**src/rtl/gate_sweep_pkg.sv**
```systemverilog
// Shared state encoding and expected truth tables
// for the gate self-test sweep.
package gate_sweep_pkg;

  typedef logic [1:0] state_t;

  localparam state_t ST_IDLE   = 2'd0;
  localparam state_t ST_WAIT   = 2'd1;
  localparam state_t ST_SAMPLE = 2'd2;
  localparam state_t ST_DONE   = 2'd3;

  // bit i is the expected F for input vector i = {X,Y}
  localparam logic [3:0] EXP_AND  = 4'b1000;
  localparam logic [3:0] EXP_OR   = 4'b1110;
  localparam logic [3:0] EXP_XOR  = 4'b0110;
  localparam logic [3:0] EXP_NAND = 4'b0111;

endpackage

```
**src/rtl/and_gate.sv**
```systemverilog
// Two-input AND gate; the default device
// exercised by the sweep controller.
module and_gate (
  input  logic X,
  input  logic Y,
  output logic F
);

  assign F = X & Y;

endmodule

```
**src/rtl/gate_sweep_top.sv**
```systemverilog
// Wrapper pairing the sweep controller with the
// gate it tests.
module gate_sweep_top
  import gate_sweep_pkg::*;
#(
  parameter int         SETTLE    = 1,
  parameter logic [3:0] EXP_TABLE = EXP_AND,
  parameter int         CNT_W     = 4
) (
  input  logic       clk,
  input  logic       rst,
  input  logic       start,
  input  logic       abort,
  output logic       busy,
  output logic       done,
  output logic       pass,
  output logic [2:0] err_count,
  output logic [3:0] fail_mask
);

  logic x;
  logic y;
  logic f;

  gate_sweep_controller #(
    .SETTLE   (SETTLE),
    .EXP_TABLE(EXP_TABLE),
    .CNT_W    (CNT_W)
  ) u_ctrl (
    .clk      (clk),
    .rst      (rst),
    .start    (start),
    .abort    (abort),
    .F        (f),
    .X        (x),
    .Y        (y),
    .busy     (busy),
    .done     (done),
    .pass     (pass),
    .err_count(err_count),
    .fail_mask(fail_mask)
  );

  and_gate u_gate (
    .X(x),
    .Y(y),
    .F(f)
  );

endmodule

```
**src/rtl/gate_sweep_controller.sv**
```systemverilog
// Drives all four X/Y vectors into a 2-input gate,
// samples F after a settle delay and scores it.
module gate_sweep_controller
  import gate_sweep_pkg::*;
#(
  parameter int         SETTLE    = 1,
  parameter logic [3:0] EXP_TABLE = EXP_AND,
  parameter int         CNT_W     = 4
) (
  input  logic       clk,
  input  logic       rst,
  input  logic       start,
  input  logic       abort,
  input  logic       F,
  output logic       X,
  output logic       Y,
  output logic       busy,
  output logic       done,
  output logic       pass,
  output logic [2:0] err_count,
  output logic [3:0] fail_mask
);

  localparam logic [CNT_W-1:0] RELOAD =
    (SETTLE == 0) ? '0 : CNT_W'(SETTLE - 1);

  // with no settle time each vector goes straight to sampling
  localparam state_t ST_RUN =
    (SETTLE == 0) ? ST_SAMPLE : ST_WAIT;

  state_t           state;
  state_t           state_nxt;
  logic [1:0]       idx;
  logic [1:0]       idx_inc;
  logic [CNT_W-1:0] cnt;
  logic             miss;
  logic [3:0]       mask_nxt;

  always_ff @(posedge clk or posedge rst) begin
    if (rst) state <= ST_IDLE;
    else     state <= state_nxt;
  end

  always_comb begin
    state_nxt = state;
    unique case (state)
      ST_IDLE: begin
        if (start) state_nxt = ST_RUN;
      end
      ST_WAIT: begin
        if (abort)         state_nxt = ST_IDLE;
        else if (cnt == 0) state_nxt = ST_SAMPLE;
      end
      ST_SAMPLE: begin
        if (abort)            state_nxt = ST_IDLE;
        else if (idx == 2'd3) state_nxt = ST_DONE;
        else                  state_nxt = ST_RUN;
      end
      ST_DONE: state_nxt = ST_IDLE;
      default: state_nxt = ST_IDLE;
    endcase
  end

  always_comb begin
    busy = 1'b0;
    done = 1'b0;
    unique case (state)
      ST_WAIT:   busy = 1'b1;
      ST_SAMPLE: busy = 1'b1;
      ST_DONE:   done = 1'b1;
      default:   ;
    endcase
  end

  always_comb begin
    miss     = F != EXP_TABLE[idx];
    mask_nxt = fail_mask | ({3'b000, miss} << idx);
    idx_inc  = idx + 2'd1;
  end

  always_ff @(posedge clk or posedge rst) begin
    if (rst) begin
      idx       <= '0;
      cnt       <= '0;
      X         <= 1'b0;
      Y         <= 1'b0;
      pass      <= 1'b0;
      err_count <= '0;
      fail_mask <= '0;
    end else begin
      unique case (state)
        ST_IDLE: begin
          if (start) begin
            idx       <= '0;
            cnt       <= RELOAD;
            X         <= 1'b0;
            Y         <= 1'b0;
            pass      <= 1'b0;
            err_count <= '0;
            fail_mask <= '0;
          end
        end
        ST_WAIT: begin
          if (abort) begin
            X    <= 1'b0;
            Y    <= 1'b0;
            pass <= 1'b0;
          end else if (cnt != 0) begin
            cnt <= cnt - 1'b1;
          end
        end
        ST_SAMPLE: begin
          if (abort) begin
            X    <= 1'b0;
            Y    <= 1'b0;
            pass <= 1'b0;
          end else begin
            err_count <= err_count + 3'(miss);
            fail_mask <= mask_nxt;
            if (idx == 2'd3) begin
              X    <= 1'b0;
              Y    <= 1'b0;
              pass <= mask_nxt == 4'd0;
            end else begin
              idx <= idx_inc;
              X   <= idx_inc[1];
              Y   <= idx_inc[0];
              cnt <= RELOAD;
            end
          end
        end
        default: ;
      endcase
    end
  end

endmodule

```
**config.mk**
```make
export PLATFORM = sky130hd
export DESIGN_NAME = gate_sweep_top
export DESIGN_NICKNAME = d
export VERILOG_FILES = /design/src/rtl/gate_sweep_pkg.sv /design/src/rtl/and_gate.sv /design/src/rtl/gate_sweep_top.sv /design/src/rtl/gate_sweep_controller.sv
export SDC_FILE = /design/constraint.sdc
export NUM_CORES = 1
export LEC_CHECK = 0
export ABC_AREA = 1
export CAP_MARGIN = 20
export CORE_MARGIN = 2
export CORE_UTILIZATION = 55
export DETAILED_ROUTE_END_ITERATION = 8
export DONT_BUFFER_PORTS = 1
export GPL_TIMING_DRIVEN = 0
export PLACE_DENSITY = 0.78
export SLEW_MARGIN = 20
export SYNTH_ARGS = -nofsm -noshare
export SYNTH_HDL_FRONTEND = slang
export SYNTH_SLANG_ARGS = --single-unit
export TNS_END_PERCENT = 50
```
**constraint.sdc**
```tcl
create_clock -name clk -period 1.6 [get_ports clk]
set_input_delay 0.32 -clock clk [delete_from_list [all_inputs] [get_ports clk]]
set_output_delay 0.32 -clock clk [all_outputs]
set_load 0.01 [all_outputs]
```
======== After elaboration in Yosys (flattened, before gate mapping) ========
Index checks and enable logic that the tools add are counted.
operators by class
  add/sub/neg operators ................... 3
  order comparisons ....................... 1
  eq/ne operators ......................... 13
  shift-type cells ........................ 1
  mux-type cells .......................... 36
  bitwise logic cells ..................... 2
  reductions and logical operators ........ 13
operators with widths
  operator                                                                       count
  4-bit two-way mux                                                              6
  2-bit two-way mux                                                              8
  4-bit case mux with 3 select lines                                             1
  1-bit two-way mux                                                              11
  2-bit != test (second input constant)                                          5
  1-bit case mux with 3 select lines                                             3
  4-bit logical NOT                                                              2
  2-bit case mux with 4 select lines                                             1
  4-bit case mux with 2 select lines                                             1
  4-bit AND reduction                                                            2
  2-bit == test (second input constant)                                          3
  3-bit two-way mux                                                              2
  3-bit by 2-bit != test with 1-bit output (second input constant)               2
  3-bit case mux with 2 select lines                                             1
  3-bit AND reduction                                                            2
  6-bit AND reduction                                                            1
  4-bit bitwise OR                                                               1
  2-bit case mux with 2 select lines                                             1
  4-bit nonzero test                                                             1
  1-bit by 2-bit << shifter with 4-bit output                                    1
  4-bit by 1-bit subtractor with 4-bit output (second input constant)            1
  3-bit by 1-bit adder with 3-bit output                                         1
  2-bit by 3-bit less-than comparator with 1-bit output (second input constant)  1
  3-bit nonzero test                                                             1
  other kinds (10)                                                               10
word-level totals
  register bits after elaboration ......... 18
  input port bits ......................... 4
  logic and storage cells ................. 77

======== Longest topological paths before layout ========
  depth in word-level cells ............... 9
  gate-level depth with buffers ........... 9

======== By module ========
A second synthesis with hierarchy kept.
unflattened totals
  cell total of the unflattened synthesis .. 154
  area, all modules ....................... 1163.6 sq um
modules (own cells, without submodules)
  module                 times used  cells an instance  area each (sq um)  sequential area each (sq um)
  gate_sweep_controller  1           152                1156.1             450.4
  and_gate               1           2                  7.5                0.0

======== Least setup slack after synthesis ========
Ideal clock, no wire load.
  kind .................................... register to register
  start point ............................. register u_ctrl.idx[0]
  end point ............................... register u_ctrl.err_count[2]
  arrival time ............................ 1.723 ns
  setup slack ............................. -0.215 ns
  cell stages (with the launch flop) ...... 10
  path buffers ............................ 0
  path through ............................ dfrtp_1 -> ha_1 -> inv_1 -> nand2_1 -> nand2_1 -> inv_1 -> ha_1 -> ha_1 -> xnor2_1 -> o31ai_2
on the way
  word-level cells in the longest chain between the ends .. 6
RTL lines
  element                                    line                          source
  start: declaration                         gate_sweep_controller.sv:33   logic [1:0] idx;
  start signal: assignment                   gate_sweep_controller.sv:125  idx <= idx_inc;
  1-bit binary-select mux with 2-bit select  gate_sweep_controller.sv:76   miss = F != EXP_TABLE[idx];
  1-bit two-way mux (implied by the code)    gate_sweep_controller.sv:76
  1-bit != test                              gate_sweep_controller.sv:76
  3-bit by 1-bit adder with 3-bit output     gate_sweep_controller.sv:118  err_count <= err_count + 3'(miss);
  3-bit two-way mux                          gate_sweep_controller.sv:113  if (abort) begin
  3-bit case mux with 2 select lines         gate_sweep_controller.sv:91   unique case (state)
  end signal: assignment                     gate_sweep_controller.sv:118
  end: declaration                           gate_sweep_controller.sv:20   output logic [2:0] err_count,
Every way passes these cells. The select of a mux whose other input is x is not followed.
A chain may end at the register's enable or synchronous reset.

======== Worst setup path in the final report ========
Same ends and word-level chain as after synthesis.

==> PnR_summary.wiki <==
{| class="wikitable"
! Metric !! Value
|-
| HPWL after DPL || 1700 um
|-
| Final antenna-violating net count || 0
|-
| Number of buffers added to fix hold violations after cts || 0
|-
| Clock period minus worst slack || 1560 ps
|-
| Number of I/O port buffers || 0
|-
| Number of placed instances, taps included || 160
|-
| Smallest hold slack || -3.30 ps
|-
| Area share of the leading cell type in the synthesized netlist || 0.385
|-
| Layout net count || 156
|-
| Largest area contributor in the synthesized netlist || sky130_fd_sc_hd__dfrtp_1
|-
| Number of core rows || 16
|-
| Buffer levels on the longest clock path || 2
|-
| Worst slack at placement || -122 ps
|-
| Post-Synthesis Cells || 133
|-
| Post-synthesis sequential element count || 18
|-
| Number of standard cells in the final layout excluding fillers || 170
|-
| Worst Tran Pin Value || 695 ps
|-
| Power Dens Cells || 1420 mW/mm2
|-
| GRT Residual Overflow || 0
|-
| Layout Skew || 4.09 ps
|-
| Number of antenna violations at the first check in global routing || 0
|-
| # setup viols final || 0
|-
| Crit path launch || u_ctrl.idx[0]$_DFFE_PP0P_
|-
| Number of max-slew violations in the final report || 0
|-
| Primary FF master, synth || sky130_fd_sc_hd__dfrtp_1
|-
| Die Span X || 50.1 um
|-
| Final weighted congestion in routability-driven placement || 0.870
|-
| WL per Instance || 13.8 um
|-
| Pin count of the biggest net entering global routing || 19
|-
| Proportion of layout cells with a drive suffix above 1 || 0.392
|-
| Max-slew headroom at the worst pin || 0.536
|-
| Inserted Diodes || 0
|-
| Dominant cells by area after synthesis || sky130_fd_sc_hd__dfrtp_1 (39%), sky130_fd_sc_hd__ha_1 (8.6%), sky130_fd_sc_hd__nand2_1 (8.4%), sky130_fd_sc_hd__inv_1 (5.1%), sky130_fd_sc_hd__nand2_4 (4.8%)
|-
| TritonCTS clock tree || yes
|-
| Vias per cell || 5.47
|-
| Number of clock sinks || 18
|-
| Initial core utilization || 0.590
|-
| Hold Vio Cnt, Final || 9
|-
| Vias || 930
|-
| Worst Path Max Fanout || 3
|-
| Endpoint of the most critical register-to-register path || u_ctrl.err_count[2]$_DFFE_PP0P_
|-
| Post-synthesis sequential area ratio || 0.385
|-
| Worst path required time || 1820 ps
|-
| Leading cell type by number of instances after synthesis || sky130_fd_sc_hd__nand2_1
|-
| Commonest cells post-synth || sky130_fd_sc_hd__nand2_1 (26), sky130_fd_sc_hd__dfrtp_1 (18), sky130_fd_sc_hd__inv_1 (16)
|-
| Chip Height || 50.1 um
|-
| Count of flip-flops with a built-in enable after synthesis || 0
|-
| Max-capacitance violation count || 0
|-
| Drt first-iter violations || 18
|-
| Final Util || 0.707
|-
| Number of CTS-inserted buffers || 3
|-
| Drt drc || 0
|-
| Average cell area after synthesis || 8.79 um2
|-
| Data arrival time of the worst path || 1780 ps
|-
| Kind of critical path || flop to flop
|-
| Critical Path End Type || flop
|-
| Cell Area, Placed || 0.00124 mm2
|-
| Failing checks || hold timing
|-
| Achievable frequency || 641 MHz
|-
| Library cell used as clock root buffer || sky130_fd_sc_hd__clkbuf_4
|-
| Number of search-and-repair iterations in the first detailed-routing pass || 4
|-
| Number of global-route vias before repair || 996
|-
| Static leakage || 0.634 nW
|-
| Core Region || 0.00198 mm2
|-
| Yosys warnings || 0
|-
| Area grow syn2layout || 19.9%
|-
| Total track usage || 0.207
|-
| Total wirelength of the detailed-routed design || 2340 um
|-
| Clock-pin slew of the registers on the worst-case setup and hold paths || 100 ps
|-
| Critical path startpoint category || flop
|-
| RSZ-0062 raised after global routing || yes
|-
| Post-synth design cell area || 0.00117 mm2
|-
| Clock Latency Late Sink || 300 ps
|-
| Reg2Reg Setup Slack || 40 ps
|-
| Min-delay worst type || input port to async pin
|-
| I/O Pins || 14
|-
| Outcome || finished with violations
|-
| Tcrit/Tclk final || 0.975
|-
| Post-synth net total || 145
|-
| Depth of the most critical reg-to-reg path || 9
|-
| First-pass GRT wire length || 4070 um
|-
| Peak supply drop || 0.00125 V
|-
| Fin worst setup slack || 39.3 ps
|-
| Final cell area excluding filler cells || 0.00140 mm2
|-
| Distinct cell type count of the synthesized netlist || 27
|-
| Overall die area || 0.00251 mm2
|-
| Ys async rst share || 1.00
|-
| Launch instance of the worst register-to-register path || u_ctrl.idx[0]$_DFFE_PP0P_
|-
| H-tree depth || 1
|}
how the worst max path moves through the flow:
stage / to / slack (ps) / cells past startpoint
after floorplan: u_ctrl.err_count[2]$_DFFE_PP0P_ / 2 / 9
after global routing: u_ctrl.err_count[2]$_DFFE_PP0P_ / -20 / 8
after CTS: u_ctrl.err_count[2]$_DFFE_PP0P_ / 4 / 7
final: u_ctrl.err_count[2]$_DFFE_PP0P_ / 40 / 9
after global placement: u_ctrl.err_count[2]$_DFFE_PP0P_ / -100 / 9
after detailed placement: u_ctrl.err_count[2]$_DFFE_PP0P_ / -120 / 9
critical path: stages, from the launching register on:
cell and delay [ps]:
sky130_fd_sc_hd__dfrtp_2 440, sky130_fd_sc_hd__ha_4 190, sky130_fd_sc_hd__clkinv_4 50, sky130_fd_sc_hd__nand2_4 50, sky130_fd_sc_hd__nand2_4 70, sky130_fd_sc_hd__inv_4 40, sky130_fd_sc_hd__ha_4 150, sky130_fd_sc_hd__ha_4 150
sky130_fd_sc_hd__xnor2_2 130, sky130_fd_sc_hd__o31ai_2 210
power breakdown:
group / leakage, nW / switching, mW / internal [mW]
combinational: 0.371 / 0.678 / 0.411
sequential: 0.241 / 0.0715 / 0.539
clock: 0.0210 / 0.154 / 0.139
total: 0.634 / 0.903 / 1.09
final cells by class:
cell class / count / area [um2]
timing repair buffer: 6 / 45.0
inverter: 20 / 85.1
clock buffer: 4 / 36.3
multi-input combinational: 95 / 748
tap: 27 / 33.8
fill: 142 / 581
sequential: 18 / 453
registers in the layout (all words and copies together), names as in the netlist:
register          count
u_ctrl.X              1
u_ctrl.Y              1
u_ctrl.cnt            4
u_ctrl.err_count      3
u_ctrl.fail_mask      4
u_ctrl.idx            2
u_ctrl.pass           1
u_ctrl.state          2
kinds of logic (layout without fill, tap and decap cells):
group	Yosys count	count (layout)	share of synthesized area
flip-flops	18	18	0.385
XOR/XNOR	3	3	0.0225
adder cells (fa/ha/maj)	8	8	0.0857
AND/OR/NAND/NOR	62	62	0.299
buffers and inverters	20	30	0.0664
AO/OA/AOI/OAI	22	22	0.141
layout by cell type (no fill, tap or decap), drive strengths merged:
master | Yosys | layout
clkbuf | 0 | 4
or2 | 1 | 1
o22ai | 1 | 1
clkinv | 0 | 1
xor2 | 2 | 2
o21a | 1 | 1
inv | 20 | 19
o31ai | 2 | 2
o21ai | 15 | 15
nor2 | 13 | 13
dfrtp | 18 | 18
buf | 0 | 6
nand2 | 32 | 32
nand3 | 12 | 12
ha | 8 | 8
a21oi | 3 | 3
xnor2 | 1 | 1
nor3 | 1 | 1
nand4 | 3 | 3
what timing repair did:
action / CTS / global route
setup endpoints to repair: 9 / 15
buffers inserted: 3 / 3
resized for setup: 4 / 18
hold endpoints to repair: 0 / 0
pin swaps: 1 / 6
routing by layer:
layer	GRT usage	share of wire
met5	0	0
met4	0.0556	0.018
met3	0.0182	0.018
met2	0.388	0.53
met1	0.249	0.43
per-stage QoR:
stage | hold slack (ps) | power (mW) | TNS (ps)
floorplan | 259 | 1.42 | 0
global placement | 346 | 1.53 | -121
detailed placement | 349 | 1.57 | -217
CTS | 24.8 | 1.88 | 0
global route | 78.7 | 2.15 | -38.1
finish | -3.30 | 1.99 | 0
(Power assumes the default switching activity.)
